<file path="src/rtl/dense_layer.sv">
// dense_layer: single fully-connected neuron over the flattened layer-2 map.
// Streams N feature/weight pairs through a capture -> multiply -> accumulate
// pipeline, then adds bias, rounds to Q4.16, saturates, optionally applies
// ReLU and emits one result with a valid pulse.
module dense_layer #(
    parameter int                  N       = 2048,
    parameter logic signed [39:0]  BIAS    = 40'sh0,
    parameter bit                  RELU_EN = 1'b1
) (
    input  logic        clk,
    input  logic        reset,
    input  logic        i_start,
    output logic        o_busy,
    output logic        o_crd,
    output logic [11:0] o_caddr_rd,
    output logic [2:0]  o_csel,
    input  logic [19:0] i_cdata_rd,
    output logic [11:0] o_waddr,
    input  logic [19:0] i_wdata,
    output logic        o_valid,
    output logic [19:0] o_data
);

    localparam logic [1:0]  S_IDLE  = 2'd0;
    localparam logic [1:0]  S_FETCH = 2'd1;
    localparam logic [1:0]  S_DRAIN = 2'd2;
    localparam logic [1:0]  S_FINAL = 2'd3;
    localparam logic [11:0] LAST    = 12'(N - 1);
    localparam logic [2:0]  CSEL_L2 = 3'b101;

    logic [1:0]          state;
    logic                drain_cnt;
    // vld_pipe[0]: read data on the input bus, [1]: capture regs hold data,
    // [2]: product reg holds a product to accumulate
    logic [2:0]          vld_pipe;
    logic signed [19:0]  feat_q;
    logic signed [19:0]  wt_q;
    logic signed [39:0]  prod_q;
    logic signed [51:0]  acc_q;

    logic signed [51:0]  acc_fin;
    logic signed [51:0]  sum;
    logic signed [52:0]  rnd;
    logic signed [36:0]  r;
    logic [19:0]         res;

    // Final result: the last product retires in the FINAL cycle itself, so it
    // is folded in here rather than waiting one more cycle for the accumulator.
    always_comb begin
        acc_fin = acc_q + (vld_pipe[2] ? {{12{prod_q[39]}}, prod_q} : 52'd0);
        sum     = acc_fin + {{12{BIAS[39]}}, BIAS};
        // round half up: floor((sum + 2^15) / 2^16)
        rnd     = {sum[51], sum} + 53'sd32768;
        r       = 37'(rnd >>> 16);
        if (r > 37'sd524287)
            res = 20'h7FFFF;
        else if (r < -37'sd524288)
            res = 20'h80000;
        else
            res = r[19:0];
        if (RELU_EN && res[19])
            res = 20'h00000;
    end

    // Control FSM: address generation, busy/strobe outputs, result register
    always_ff @(posedge clk or posedge reset) begin
        if (reset) begin
            state      <= S_IDLE;
            drain_cnt  <= 1'b0;
            o_busy     <= 1'b0;
            o_crd      <= 1'b0;
            o_csel     <= 3'b000;
            o_caddr_rd <= 12'd0;
            o_waddr    <= 12'd0;
            o_valid    <= 1'b0;
            o_data     <= 20'd0;
        end else begin
            o_valid <= 1'b0;
            case (state)
                S_IDLE: begin
                    if (i_start) begin
                        state      <= S_FETCH;
                        o_busy     <= 1'b1;
                        o_crd      <= 1'b1;
                        o_csel     <= CSEL_L2;
                        o_caddr_rd <= 12'd0;
                        o_waddr    <= 12'd0;
                    end
                end
                S_FETCH: begin
                    if (o_caddr_rd == LAST) begin
                        state     <= S_DRAIN;
                        o_crd     <= 1'b0;
                        o_csel    <= 3'b000;
                        drain_cnt <= 1'b0;
                    end else begin
                        o_caddr_rd <= o_caddr_rd + 12'd1;
                        o_waddr    <= o_caddr_rd + 12'd1;
                    end
                end
                S_DRAIN: begin
                    if (drain_cnt)
                        state <= S_FINAL;
                    else
                        drain_cnt <= 1'b1;
                end
                default: begin
                    state   <= S_IDLE;
                    o_busy  <= 1'b0;
                    o_valid <= 1'b1;
                    o_data  <= res;
                end
            endcase
        end
    end

    // Datapath: capture read data, register product, accumulate
    always_ff @(posedge clk or posedge reset) begin
        if (reset) begin
            vld_pipe <= 3'b000;
            feat_q   <= 20'sd0;
            wt_q     <= 20'sd0;
            prod_q   <= 40'sd0;
            acc_q    <= 52'sd0;
        end else begin
            vld_pipe <= {vld_pipe[1:0], o_crd};
            if (vld_pipe[0]) begin
                feat_q <= i_cdata_rd;
                wt_q   <= i_wdata;
            end
            if (vld_pipe[1])
                prod_q <= feat_q * wt_q;
            if (state == S_IDLE && i_start)
                acc_q <= 52'sd0;
            else if (vld_pipe[2])
                acc_q <= acc_q + {{12{prod_q[39]}}, prod_q};
        end
    end

endmodule
</file>
<file path="config.mk">
export PLATFORM = sky130hd
export DESIGN_NAME = dense_layer
export DESIGN_NICKNAME = d
export VERILOG_FILES = /design/src/rtl/dense_layer.sv
export SDC_FILE = /design/constraint.sdc
export NUM_CORES = 2
export LEC_CHECK = 0
export CORE_MARGIN = 2
export CORE_UTILIZATION = 50
export DETAILED_ROUTE_END_ITERATION = 16
export PLACE_DENSITY = 0.72
export SLEW_MARGIN = 20
export SYNTH_ARGS = -nofsm -noshare
export SYNTH_HDL_FRONTEND = slang
export SYNTH_SLANG_ARGS = --single-unit
</file>
<file path="constraint.sdc">
create_clock -name clk -period 13 [get_ports clk]
set_input_delay 2.6 -clock clk [delete_from_list [all_inputs] [get_ports clk]]
set_output_delay 2.6 -clock clk [all_outputs]
set_load 0.02 [all_outputs]
</file>
==> flow_metrics.tcl <==
set metrics [dict create \
    status "completed" \
    synth_top_family_by_area "adder cells" \
    crit_path_end_kind "flop" \
    synth-edff-count 0 \
    cts_setup_buffers 0 \
    worstReg2RegStart "feat_q[4]" \
    rsz0062_at_grt "no" \
    synthAdderAreaFrac_pct 39.0 \
    wire_per_inst_um 16.5 \
    die_area_mm2 0.0588 \
    hold_buffers 0 \
    finalHoldViolCount 0 \
    critPathRequiredTime_ns 13.39 \
    area_growth_pct 6.56 \
    max_stage_delay_ns 0.66 \
    path_class "flop to flop" \
    final_cell_mix "inv_1 (522), fa_1 (421), nand2_1 (273)" \
    clock_skew_ns 0.0199 \
    max-slew-margin-rel_pct 30.5 \
    insertion_delay_ns 0.50 \
    cts_buffer_depth 2 \
    cap_viol_max_count 0 \
    die_x_um 243 \
    yosysUniqueCellTypes 89 \
    drive_above_1_share_pct 4.54 \
    synthCells 3150 \
    portBuffers 90 \
    n_fill_cell 5104 \
    num_vias 21015 \
    gp_congestion 0.891 \
    ys_ff_latch 172 \
    tightest_slew_ns 1.04 \
    reg2reg_slack_ns 4.53 \
    drt-total-wl_mm 64.1 \
    drv_slew 0 \
    ant_nets 0 \
    netlist_area_mm2 0.0285 \
    synthSimpleGateAreaFrac_pct 16.8 \
    r2r_cells 29 \
    cp_slowest_cell "dfrtp_1" \
    layout.nets 3796 \
    via_per_inst 5.41 \
    avgSynthCellArea_um2 9.03 \
    fmax_mhz 118 \
    antenna_found_initial 0 \
    ys_seq_area_share_pct 15.1 \
    min_path_cells 0 \
    ios 93 \
    path_clk_slew_ns 0.08 \
    dp_hpwl_mm 51.1 \
    reg2reg_to "prod_q[38]" \
    async_reset_ff_share_pct 100 \
    cts-buffers-inserted 17 \
    start_kind "flop" \
    cts.sinks 172 \
    post_cts_resized 0 \
    grt_start_max_net_pins 97 \
    final_common_cell "inv_1" \
    rows 87 \
    period_needed_ns 8.47 \
    antenna_cells 0 \
    htreeDepth 4 \
    dr.pass1.iters 7 \
    worst_hold_path_type "flop to flop" \
    grt_pass1_wl_mm 109 \
    core_mm2 0.0563 \
    grt_pass1_vias 21277 \
    arrival_ns 8.87 \
    synth_compound_area_share_pct 11.3 \
    worstHoldEndpoint "vld_pipe[0]" \
    root_buffer "clkbuf_16" \
    drt_iter0_markers 1068 \
    start_util_pct 50.6 \
    hold_path.startpoint "o_csel[0]" \
    synth_mux_area_share_pct 4.20 \
    finalSetupViolCount 0 \
    yosys_warnings 0 \
    synth_xor_area_share_pct 4.37 \
    crit_path_max_fanout 21 \
    fin_setup_tns_ns 0 \
    tritoncts "done" \
    grt-ovfl-total 0 \
    route.detailed.drc 0 \
    crit_top_cell "fa_1" \
    ys.flop_type "dfrtp_1" \
    fin_crit_sh_pct 65.2 \
    track_usage_pct 22.9 \
    die_y_um 243 \
]
## cells by family (layout without fill, tap and decap cells)
logic type | count (synthesis) | in the layout
fa+ha+maj | 635 | 635
other cells | 1 | 2
mux | 111 | 111
flops | 172 | 172
compound gates | 484 | 484
buf+inv | 671 | 651
xor+xnor | 142 | 142
simple gates | 934 | 934
## sequential cells by signal, indices dropped and copies added, names as in the netlist
register / count
wt_q: 20
drain_cnt: 1
prod_q: 40
o_valid: 1
state: 2
o_csel: 1
o_busy: 1
o_data: 19
feat_q: 20
o_waddr: 12
acc_q: 52
vld_pipe: 3
## worst max path at each step
stage,from,cells after the start,endpoint,slack (ns)
detailed placement,feat_q[10],27,prod_q[38],4.55
global placement,feat_q[10],27,prod_q[38],4.63
floorplan,feat_q[9],28,prod_q[38],5.38
CTS,wt_q[3],29,prod_q[38],4.56
finish,feat_q[4],29,prod_q[38],4.53
global route,wt_q[3],29,prod_q[38],3.98
## routing by layer
metal  global-route usage [%]  part of all wire [%]  up-vias
li1                         -                     -    10083
met1                     32.0                    47    10264
met2                     36.0                    45      596
met3                     5.10                   6.4       72
met4                     5.79                   1.7        0
met5                        0                     0        -
## metrics by stage
step	hold slack (ns)	utilization, %	instances	area [µm²]	setup slack [ns]
after global routing	0.528	53.9	3887	30300	3.98
after global placement	0.486	52.8	3854	29700	4.63
final	0.501	53.9	3887	30300	4.53
after floorplan	0.352	-	3151	28500	5.38
after detailed placement	0.488	52.8	3854	29700	4.55
after CTS	0.511	53.8	3886	30300	4.56
## final cells by class
type | instances | area [µm²] | share of cell area (%)
multi-input cells | 2308 | 21600 | 71.1
flip-flops and latches | 172 | 4310 | 14.2
inverters | 523 | 1970 | 6.50
repair buffers | 96 | 958 | 3.16
well taps | 756 | 946 | 3.12
clock buffers | 20 | 437 | 1.44
clock inverters | 12 | 141 | 0.466
## synth_stat cells, types with 22 or more instances
cell type  instances  share of area, %
xnor2_1           93               2.9
o21bai_1          23              0.61
mux2_2            68               2.7
and3_1            25              0.55
nand4_1           29              0.64
ha_1             214               9.4
nand2b_1          22              0.48
a21oi_1          139               2.4
and2_1           252               5.5
clkbuf_1         114               1.5
mux2i_1           43               1.5
o21ai_0           92               1.6
fa_1             421                30
a31oi_1           22              0.48
nor2_1           157               2.1
inv_1            523               6.9
nor3_1            42              0.74
nand2_1          273               3.6
a21o_1            58               1.5
nor2b_1           22              0.48
xor2_1            49               1.5
dfrtp_1          172                15
nand3_1           42              0.74
## critical path: cells and delay by family, from the launching register on
kind                     cells  cell delay [ns]
adder cells (fa/ha/maj)      8             3.77
AO/OA/AOI/OAI               12             2.93
flip-flops                   1             0.66
AND/OR/NAND/NOR              1             0.33
buffers and inverters        6             0.30
multiplexers                 1             0.26
XOR/XNOR                     1             0.11
Power is not shown: default switching activity piles up to over one toggle a cycle in this logic, so the estimate is an artifact.
